[src/rtl/branch_resolve_unit.sv]
// Pipelined branch/jump resolver with a one-deep result register and a
// PC-indexed table of 2-bit saturating counters used to flag mispredicts.
module branch_resolve_unit #(
  parameter int WIDTH = 32,
  parameter int PC_W  = 16,
  parameter int DEPTH = 16
) (
  input  logic             clk,
  input  logic             reset,
  input  logic             in_valid,
  output logic             in_ready,
  input  logic [4:0]       in_opcode,
  input  logic [3:0]       in_func,
  input  logic [WIDTH-1:0] in_operand,
  input  logic [PC_W-1:0]  in_pc,
  input  logic             flush,
  output logic             out_valid,
  input  logic             out_ready,
  output logic             out_taken,
  output logic             out_pred,
  output logic             out_mispredict,
  output logic             out_link,
  output logic             out_illegal
);

  localparam int IDX_W = $clog2(DEPTH);
  localparam logic [4:0] OP_JUMP   = 5'b00011;
  localparam logic [4:0] OP_BRANCH = 5'b00100;

  logic [1:0]       ctr [DEPTH];
  logic [IDX_W-1:0] idx;
  logic [1:0]       ctr_cur;
  logic [1:0]       ctr_nxt;
  logic             accept;
  logic             op_zero;
  logic             op_neg;
  logic             is_jump;
  logic             is_branch;
  logic             legal;
  logic             taken_c;
  logic             link_c;
  logic             pred_c;

  // Upper pc bits only alias counters; they carry no other meaning here.
  generate
    if (IDX_W < PC_W) begin : g_pc_hi
      logic unused_pc_hi;
      assign unused_pc_hi = ^in_pc[PC_W-1:IDX_W];
    end
  endgenerate

  assign idx      = in_pc[IDX_W-1:0];
  assign ctr_cur  = ctr[idx];
  assign in_ready = !reset && !flush && (!out_valid || out_ready);
  assign accept   = in_valid && in_ready;
  assign op_zero  = ~|in_operand;
  assign op_neg   = in_operand[WIDTH-1];

  always_comb begin
    is_jump   = 1'b0;
    is_branch = 1'b0;
    taken_c   = 1'b0;
    link_c    = 1'b0;
    if (in_opcode == OP_JUMP) begin
      case (in_func)
        4'b0000: begin is_jump = 1'b1; taken_c = 1'b1; end
        4'b0001: begin is_jump = 1'b1; taken_c = 1'b1; link_c = 1'b1; end
        default: ;
      endcase
    end else if (in_opcode == OP_BRANCH) begin
      case (in_func)
        4'b0000: begin is_branch = 1'b1; taken_c = op_zero; end
        4'b0010: begin is_branch = 1'b1; taken_c = !op_neg && !op_zero; end
        4'b0001: begin is_branch = 1'b1; taken_c = op_neg; end
        default: ;
      endcase
    end
    legal  = is_jump || is_branch;
    pred_c = is_jump || (is_branch && ctr_cur[1]);

    ctr_nxt = ctr_cur;
    if (taken_c) begin
      if (ctr_cur != 2'b11) ctr_nxt = ctr_cur + 2'd1;
    end else if (ctr_cur != 2'b00) begin
      ctr_nxt = ctr_cur - 2'd1;
    end
  end

  always_ff @(posedge clk) begin
    if (reset) begin
      out_valid      <= 1'b0;
      out_taken      <= 1'b0;
      out_pred       <= 1'b0;
      out_mispredict <= 1'b0;
      out_link       <= 1'b0;
      out_illegal    <= 1'b0;
      for (int i = 0; i < DEPTH; i++) ctr[i] <= 2'b01;
    end else if (accept) begin
      out_valid      <= 1'b1;
      out_taken      <= taken_c;
      out_pred       <= pred_c;
      out_mispredict <= legal && (taken_c != pred_c);
      out_link       <= link_c;
      out_illegal    <= !legal;
      if (is_branch) ctr[idx] <= ctr_nxt;
    end else if (flush || out_ready) begin
      out_valid <= 1'b0;
    end
  end

endmodule

[config.mk]
export PLATFORM = sky130hd
export DESIGN_NAME = branch_resolve_unit
export DESIGN_NICKNAME = d
export VERILOG_FILES = /design/src/rtl/branch_resolve_unit.sv
export SDC_FILE = /design/constraint.sdc
export NUM_CORES = 1
export LEC_CHECK = 0
export ABC_AREA = 1
export CORE_MARGIN = 5
export CORE_UTILIZATION = 45
export DETAILED_ROUTE_END_ITERATION = 8
export PLACE_DENSITY = 0.77
export SYNTH_ARGS = -nofsm -noshare
export SYNTH_HDL_FRONTEND = slang
export SYNTH_SLANG_ARGS = --single-unit
export TNS_END_PERCENT = 30
[constraint.sdc]
create_clock -name clk -period 4.5 [get_ports clk]
set_input_delay 0.675 -clock clk [delete_from_list [all_inputs] [get_ports clk]]
set_output_delay 0.675 -clock clk [all_outputs]
set_load 0.02 [all_outputs]
==> flow_metrics.env, run 1 <==
export IMPL_outcome="completed"
export IMPL_portBuffers=56
export IMPL_clk_pin_slew_ps=70
export IMPL_finalHoldViolCount=0
export IMPL_syn_to_final_growth_pct=30.2
export IMPL_dp_hpwl_um=4190
export IMPL_synth_edff_count=32
export IMPL_worstRegToRegCells=10
export IMPL_r2r_start="ctr[7][1]$_SDFFCE_PN0P_"
export IMPL_fin_setup_tns_ps=0
export IMPL_cts_made_buffers=5
export IMPL_path_cells="clkdlybuf4s50_1 > inv_2 > nand2_1 > nand2_1 > nand2_1 > nand2_1 > nand2_1 > nand2_1 > nor2_4 > inv_2 > o21bai_4 > nand3_1"
export IMPL_worstHoldStart="out_mispredict$_SDFFE_PP0P_"
export IMPL_synth_seq_cells=38
export IMPL_synth_nets=368
export IMPL_ir_drop_v=0.000199
export IMPL_firstDrtPassIters=4
export IMPL_clock_skew_ps=3.86
export IMPL_grt_ovfl_total=0
export IMPL_end_kind="flip-flop"
export IMPL_wl_um=5430
export IMPL_antennaDiodeCount=0
export IMPL_cpMostUsedCell="nand2_1"
export IMPL_num_vias=2060
export IMPL_finalNetCount=425
export IMPL_cts_root_buffer_cell="clkbuf_8"
export IMPL_r2r_end="ctr[3][0]$_SDFFCE_PN1P_"
export IMPL_rows=25
export IMPL_period_minus_slack_ps=2990
export IMPL_setup_viol=0
export IMPL_vias_per_cell=4.78
export IMPL_grt_max_degree=20
export IMPL_post_cts_setup_buffers=0
export IMPL_path_depth=12
export IMPL_postSynth_asyncResetShare_pct=0
export IMPL_p_leak_nw=1.14
export IMPL_grt_pass1_wl_um=9040
export IMPL_max_stage_delay_ps=830
export IMPL_max_clock_freq_ghz=0.335
export IMPL_hold_buffers=0
export IMPL_synth_top_area_cell="edfxtp_1"
export IMPL_crit_buf_inv=3
export IMPL_path_class="in2reg"
export IMPL_antenna_found_initial=0
export IMPL_place_gp_congestion=0.951
export IMPL_clockBufferDepth=2
export IMPL_cts_tree="done"
export IMPL_cts_sinks=38
export IMPL_dieArea_um2=6560
export IMPL_crit_fanout=16
export IMPL_maxCapViolations=0
export IMPL_synth_flop_cell="edfxtp_1"
export IMPL_drt_first_iter_violations=180
export IMPL_required_ps=4520
export IMPL_ys_top_cells_by_area="edfxtp_1 42%, nand2_1 16%, nor2_1 11%"
export IMPL_crit_family="buffers and inverters"
export IMPL_final_cell_mix="94 x nand2_1, 69 x nor2_1, 56 x clkdlybuf4s50_1, 34 x inv_1, 32 x edfxtp_1"
export IMPL_cp_arrival_ps=3010
export IMPL_cp_slowest_cell="clkdlybuf4s50_1"
export IMPL_io_pin_count=69
export IMPL_htree_num_levels=2
export IMPL_start_kind="input pin"
export IMPL_die_w_um=81.0
export IMPL_ys_types=27
export IMPL_period_share_pct=66.4
export IMPL_grt_pass1_vias=1955
export IMPL_core_um2=4820
export IMPL_initial_core_util_pct=47.1
export IMPL_min_path_type="reg2reg"
export IMPL_syn_inst=306
export IMPL_power_density_nw_per_um2=256
export IMPL_cp_endpoint="ctr[3][0]$_SDFFCE_PN1P_"
export IMPL_mostFrequentLayoutCell="nand2_1"
export IMPL_avgSynthCellArea_um2=7.41
export IMPL_cp_startpoint="in_pc[0]"
export IMPL_grtUsageTotal_pct=18.2
export IMPL_yosysSeqAreaShare_pct=47.7
export IMPL_drc=0
export IMPL_final_max_slew_violation_count=0
export IMPL_synth_top_area_share_pct=42.4
export IMPL_synth_area_um2=2270
export IMPL_max_slew_margin_pct=62.3
export IMPL_rsz0062_at_grt="no"
export IMPL_post_drt_wl_per_cell_um=12.6
export IMPL_r2r_setup_slack_ps=2590
export IMPL_drive_gt1_share_pct=7.14
export IMPL_die_h_um=81.0
export IMPL_yosys_warnings=0
export IMPL_final_antenna_net_count=0
export IMPL_clk_latency_ps=290
export IMPL_cts_resized=0
export IMPL_whs_ps=478
export IMPL_worst_pin_slew_ps=564
[area by class of cell]
class / instances / area (µm²)
multi-input cells: 220 / 978
inverters: 42 / 158
repair buffers: 56 / 561
fillers: 460 / 1860
well taps: 67 / 83.8
flip-flops and latches: 38 / 1080
clock inverters: 1 / 5.00
clock buffers: 7 / 86.3
[stage by stage]
stage	total power [W]	utilization [%]	cell area, µm²	worst slack, ps	cells
global placement	0.000520	59.4	2860	1250	423
finish	0.000757	61.3	2950	1510	431
detailed placement	0.000523	59.4	2860	1200	423
global route	0.000786	61.3	2950	1290	431
CTS	0.000757	61.3	2950	1520	431
floorplan	0.000463	-	2270	2190	306
[state kept, by name (all words and copies together), names as in the netlist]
name            count
out_pred            1
out_valid           1
out_link            1
out_taken           1
out_illegal         1
ctr                32
out_mispredict      1
[logic make-up after synthesis]
| logic type | share of synthesized area [%] |
|---|---|
| compound gates | 6.13 |
| buf+inv | 9.16 |
| flops | 47.7 |
| simple gates | 37.0 |
[metal layers]
metal  vias up  routed length (µm)  global-route usage (%)
met5         -                   0                       0
met1       930                2360                    24.5
li1       1088                   -                       -
met3         7                 243                    2.77
met2        35                2760                    30.1
met4         0                  62                    5.74
[synthesized netlist by cell type, types with 2 or more instances]
cell type  count
nand2_2        2
nand2_1       94
edfxtp_1      32
dfxtp_1        6
a21oi_1        3
inv_2          7
nor3_1         2
nor2_4         2
o21ai_0        6
nor2_1        69
a22oi_1        8
buf_6          3
nor2_2         4
inv_1         34
nand3_1       22
[worst register-to-register path, cell delays in order, from the launching register on]
cell and delay (ps):
edfxtp_1 370, nand2_1 80, nand2_1 90, nand2_1 60, nand2_1 70, nand2_1 60
nand2_1 110, nor2_4 160, inv_2 80, o21bai_4 410, nand3_1 150
[worst min-delay path by stage]
stage	endpoint	slack (ps)	depth (start not counted)
floorplan	out_link$_SDFFE_PP0P_	540	2
global placement	out_link$_SDFFE_PP0P_	450	2
detailed placement	out_mispredict$_SDFFE_PP0P_	470	2
CTS	out_mispredict$_SDFFE_PP0P_	480	2
global route	out_link$_SDFFE_PP0P_	510	2
finish	out_mispredict$_SDFFE_PP0P_	480	2
[where the power goes]
group | total, W | internal (W) | switching, W | leakage (nW)
logic | 0.000126 | 0.0000609 | 0.0000656 | 0.769
registers | 0.000389 | 0.000387 | 0.00000231 | 0.326
clock network | 0.000241 | 0.000124 | 0.000118 | 0.0482
total | 0.000757 | 0.000571 | 0.000186 | 1.14
No activity file was read; power rests on OpenSTA's default activity.
==> run 2: changes to the inputs <==
CORE_UTILIZATION = 42   (was 45)
PLACE_DENSITY = 0.76   (was 0.77)
clock period = 2.7 ns   (was 4.5 ns; I/O delays follow)
==> flow_metrics.env, run 2 (synthesis results as in run 1) <==
export IMPL_outcome="completed"
export IMPL_grt_ovfl_total=0
export IMPL_grt_max_degree=20
export IMPL_hold_buffers=0
export IMPL_clockBufferDepth=2
export IMPL_rows=26
export IMPL_cpMostUsedCell="clkdlybuf4s50_1"
export IMPL_p_leak_nw=1.16
export IMPL_place_gp_congestion=0.930
export IMPL_cp_arrival_ps=1870
export IMPL_vias_per_cell=4.73
export IMPL_max_stage_delay_ps=630
export IMPL_max_clock_freq_ghz=0.439
export IMPL_dp_hpwl_um=4320
export IMPL_cts_made_buffers=5
export IMPL_cp_slowest_cell="clkdlybuf4s50_1"
export IMPL_regMostFlops="ctr"
export IMPL_post_cts_setup_buffers=0
export IMPL_crit_fanout=4
export IMPL_whs_ps=465
export IMPL_die_h_um=83.5
export IMPL_core_um2=5170
export IMPL_worstRegToRegCells=11
export IMPL_drt_first_iter_violations=99
export IMPL_rsz0062_at_grt="no"
export IMPL_drive_gt1_share_pct=7.61
export IMPL_cts_resized=0
export IMPL_path_class="in2out"
export IMPL_grtUsageTotal_pct=17.0
export IMPL_start_kind="input pin"
export IMPL_power_density_nw_per_um2=411
export IMPL_firstDrtPassIters=4
export IMPL_min_path_type="reg2reg"
export IMPL_syn_to_final_growth_pct=31.8
export IMPL_worst_slack_ps=421
export IMPL_max_slew_margin_pct=62.9
export IMPL_pwr_share_seq_pct=52.7
export IMPL_clkPwrFrac_pct=29.9
export IMPL_r2r_end="ctr[5][0]$_SDFFCE_PN1P_"
export IMPL_hold_end="out_link$_SDFFE_PP0P_"
export IMPL_final_max_slew_violation_count=0
export IMPL_clk_pin_slew_ps=70
export IMPL_antenna_found_initial=0
export IMPL_final_core_util_pct=57.8
export IMPL_period_minus_slack_ps=2280
export IMPL_portBuffers=56
export IMPL_grt_pass1_wl_um=9500
export IMPL_post_drt_wl_per_cell_um=12.6
export IMPL_cts_root_buffer_cell="clkbuf_8"
export IMPL_final_cell_area_um2=2990
export IMPL_setup_viol=0
export IMPL_wl_um=5520
export IMPL_antennaDiodeCount=0
export IMPL_clk_latency_ps=290
export IMPL_io_pin_count=69
export IMPL_dieArea_um2=6970
export IMPL_cts_sinks=38
export IMPL_hold_depth=2
export IMPL_cts_tree="done"
export IMPL_post_dp_cell_area_um2=2910
export IMPL_worstHoldStart="out_link$_SDFFE_PP0P_"
export IMPL_ir_drop_v=0.000250
export IMPL_fin_setup_tns_ps=0
export IMPL_finalNetCount=429
export IMPL_clock_skew_ps=4.52
export IMPL_p_int_w=0.000932
export IMPL_drc=0
export IMPL_initial_core_util_pct=43.8
export IMPL_switchingPower_w=0.000298
export IMPL_final_cell_mix="94 x nand2_1, 69 x nor2_1, 56 x clkdlybuf4s50_1, 34 x inv_1, 32 x edfxtp_1"
export IMPL_maxCapViolations=0
export IMPL_r2r_setup_slack_ps=890
export IMPL_num_vias=2070
export IMPL_die_w_um=83.5
export IMPL_required_ps=2300
export IMPL_r2r_start="out_valid$_SDFFE_PP0P_"
export IMPL_largest_reg_flops=32
export IMPL_worst_pin_slew_ps=553
export IMPL_mostFrequentLayoutCell="nand2_1"
export IMPL_netSwitchingFraction_pct=24.2
export IMPL_end_kind="output port"
export IMPL_final_antenna_net_count=0
export IMPL_period_share_pct=84.4
export IMPL_grt_pass1_vias=2090
export IMPL_pre_cts_ws_ps=166
export IMPL_power_share_combinational_pct=17.4
export IMPL_finalHoldViolCount=0
export IMPL_htree_num_levels=2
export IMPL_path_cells="clkdlybuf4s50_1 > or2_1 > nor2_1 > clkdlybuf4s50_1"
## run 2: worst max-delay path by stage
stage              from                        to  slack [ps]  cells past startpoint
2_1_floorplan     flush  ctr[15][0]$_SDFFCE_PN1P_         660                     10
3_3_place_gp   in_pc[0]  ctr[14][1]$_SDFFCE_PN0P_         180                     12
3_5_place_dp   in_pc[0]   ctr[9][1]$_SDFFCE_PN0P_         170                     12
4_1_cts           reset                  in_ready         410                      4
5_1_grt        in_pc[0]  ctr[14][1]$_SDFFCE_PN0P_         270                     12
6_report          reset                  in_ready         420                      4
## run 2: area by class of cell
type / count / area [µm²]
clock buffer: 8 / 80.1
timing repair buffer: 60 / 603
sequential: 38 / 1080
inverter: 42 / 158
tap: 70 / 87.6
multi-input combinational: 220 / 978
fill: 496 / 2180
## run 2: stage by stage
stage                     cells  power (W)
after global routing        438    0.00128
after floorplan             306   0.000772
final                       438    0.00123
after detailed placement    430   0.000875
after CTS                   438    0.00123
after global placement      430   0.000871
## run 2: power by group through the flow
| stage | Sequential [W] | Combinational (W) | Clock (W) |
|---|---|---|---|
| finish | 0.000648 | 0.000214 | 0.000367 |
| global route | 0.000649 | 0.000236 | 0.000396 |
| CTS | 0.000648 | 0.000215 | 0.000369 |
| detailed placement | 0.000661 | 0.000214 | 0 |
| global placement | 0.000661 | 0.000210 | 0 |
| floorplan | 0.000664 | 0.000108 | 0 |
## run 2: critical path, delay by kind of cell
family / cells / cell delay [ps]
buffers and inverters: 2 / 1090
and+or+nand+nor: 2 / 380
## run 2: per-layer routing
layer / vias to the layer above / share of wire (%) / global-route usage [%]
li1: 1091 / - / -
met4: 0 / 2.1 / 7.60
met5: - / 0 / 0
met2: 45 / 50 / 29.5
met3: 8 / 4.5 / 3.85
met1: 926 / 44 / 20.1
==> patch, RTL diff (settings of run 2) <==
Set the parameter `DEPTH` to 32 (it was 16).
--- a/src/rtl/branch_resolve_unit.sv
+++ b/src/rtl/branch_resolve_unit.sv
@@ -3,7 +3,7 @@
 module branch_resolve_unit #(
   parameter int WIDTH = 32,
   parameter int PC_W  = 16,
-  parameter int DEPTH = 16
+  parameter int DEPTH = 32
 ) (
   input  logic             clk,
   input  logic             reset,
Function: changed (Yosys sat finds a counterexample within 4 cycles, from zero or initial values and one cycle with reset high).
==> patch against run 2 <==
- maximum frequency down 9.5%
- power up 92%
- area after synthesis up 68%
- clock power up 130%
- worst setup slack worse by 0.24 ns
- register-to-register slack worse by 0.12 ns
- sequential cell count up 32
- final area up 60%
- utilization down 3.1 points
- critical path type is now in -> reg
- synthesized cell count up 60%
- wire length up 69%
- final cell count up 55%
- highest routed layer unchanged
==> patch: results <==
[final_layout]
drive_gt1_frac = 0.0788
largest_reg_flops = 64
fillCellCount = 827
fin_nets = 628

[drt]
drtIter0Drc = 152
firstDrtPassIters = 5
vias = 3380
wl_per_cell_um = 13.7

[power_and_ir_drop]
cellLeakagePower_uw = 0.00182
pwr-share-clk = 0.351
max-vdd-ir-drop_uv = 242
pwr.group.clock_uw = 830

[yosys]
synth_edf_count = 64
synth-compound-area-share = 0.0490
synth.distinct_cells = 23
ys_seq_area_frac = 0.536
synth_fp_nets = 552
synth_common_cells = 194 x nand2_1, 102 x nor2_1, 64 x edfxtp_1

[clock_network]
clock_latency_ns = 0.35
cts_made_buffers = 9

[hold_path]
hold_path_end = out_pred$_SDFFE_PP0P_
hold_path.startpoint = out_pred$_SDFFE_PP0P_

[run_status]
status = finished, final reports clean

[worst_setup_path]
path_max_fanout = 10
r2r-end = ctr[27][0]$_SDFFCE_PN1P_
crit_path_start = in_pc[0]
crit_arrival_ns = 2.62
r2r_slack_ns = 0.77

[sta]
skew_ns = 0.00775
worst_hold_slack_ns = 0.469

[placement]
postPlaceCellArea_um2 = 4600
hpwl_um = 6660
gp_congestion = 0.887
io_buffers = 57

[global_route]
grt_pass1_wl_um = 15300
grt_pass1_vias = 3462
[patch: changes by cell type after synthesis, moves of 3 or more]
cell      delta
nand2_1    +100
nor2_1      +33
edfxtp_1    +32
inv_1       +21
nand3_1     -19
a22oi_1      +8
nor3_1       +8
inv_2        -4
buf_6        +3
nand2_2      +3
[patch: cell families after synthesis]
group                  Yosys count
AND/OR/NAND/NOR                320
AO/OA/AOI/OAI                   28
flip-flops                      70
buffers and inverters           72
[patch: metal layers]
metal | GRT usage | up-vias | share of wire
met3 | 0.0567 | 18 | 0.093
li1 | - | 1689 | -
met1 | 0.209 | 1519 | 0.41
met5 | 0 | - | 0
met4 | 0.0621 | 0 | 0.019
met2 | 0.289 | 154 | 0.48
[patch: final cells by class]
| type | instances | area (um2) | area share |
|---|---|---|---|
| Inverter | 59 | 221 | 0.0462 |
| Multi-Input combinational cell | 348 | 1440 | 0.300 |
| Tap cell | 108 | 135 | 0.0282 |
| Clock buffer | 10 | 128 | 0.0266 |
| Sequential cell | 70 | 2040 | 0.426 |
| Timing Repair Buffer | 78 | 766 | 0.160 |
| Clock inverter | 6 | 61.3 | 0.0128 |
[patch: worst reg2reg max path, stage by stage (launching register included)]
cell	delay, ns
dfxtp_1	0.32
nand2_1	0.06
inv_1	0.05
nor2_1	0.13
nand2_1	0.14
inv_1	0.10
nand2_1	0.13
nor2_1	0.11
inv_1	0.20
nor2_1	0.21
inv_1	0.08
nand2_1	0.09
[patch: stage by stage]
stage	TNS [ns]	worst slack, ns	cells
after floorplan	0	0.581	490
after global placement	-2.25	-0.0800	663
after detailed placement	-5.15	-0.141	663
after CTS	0	0.222	679
after global routing	0	0.0115	679
final	0	0.180	679
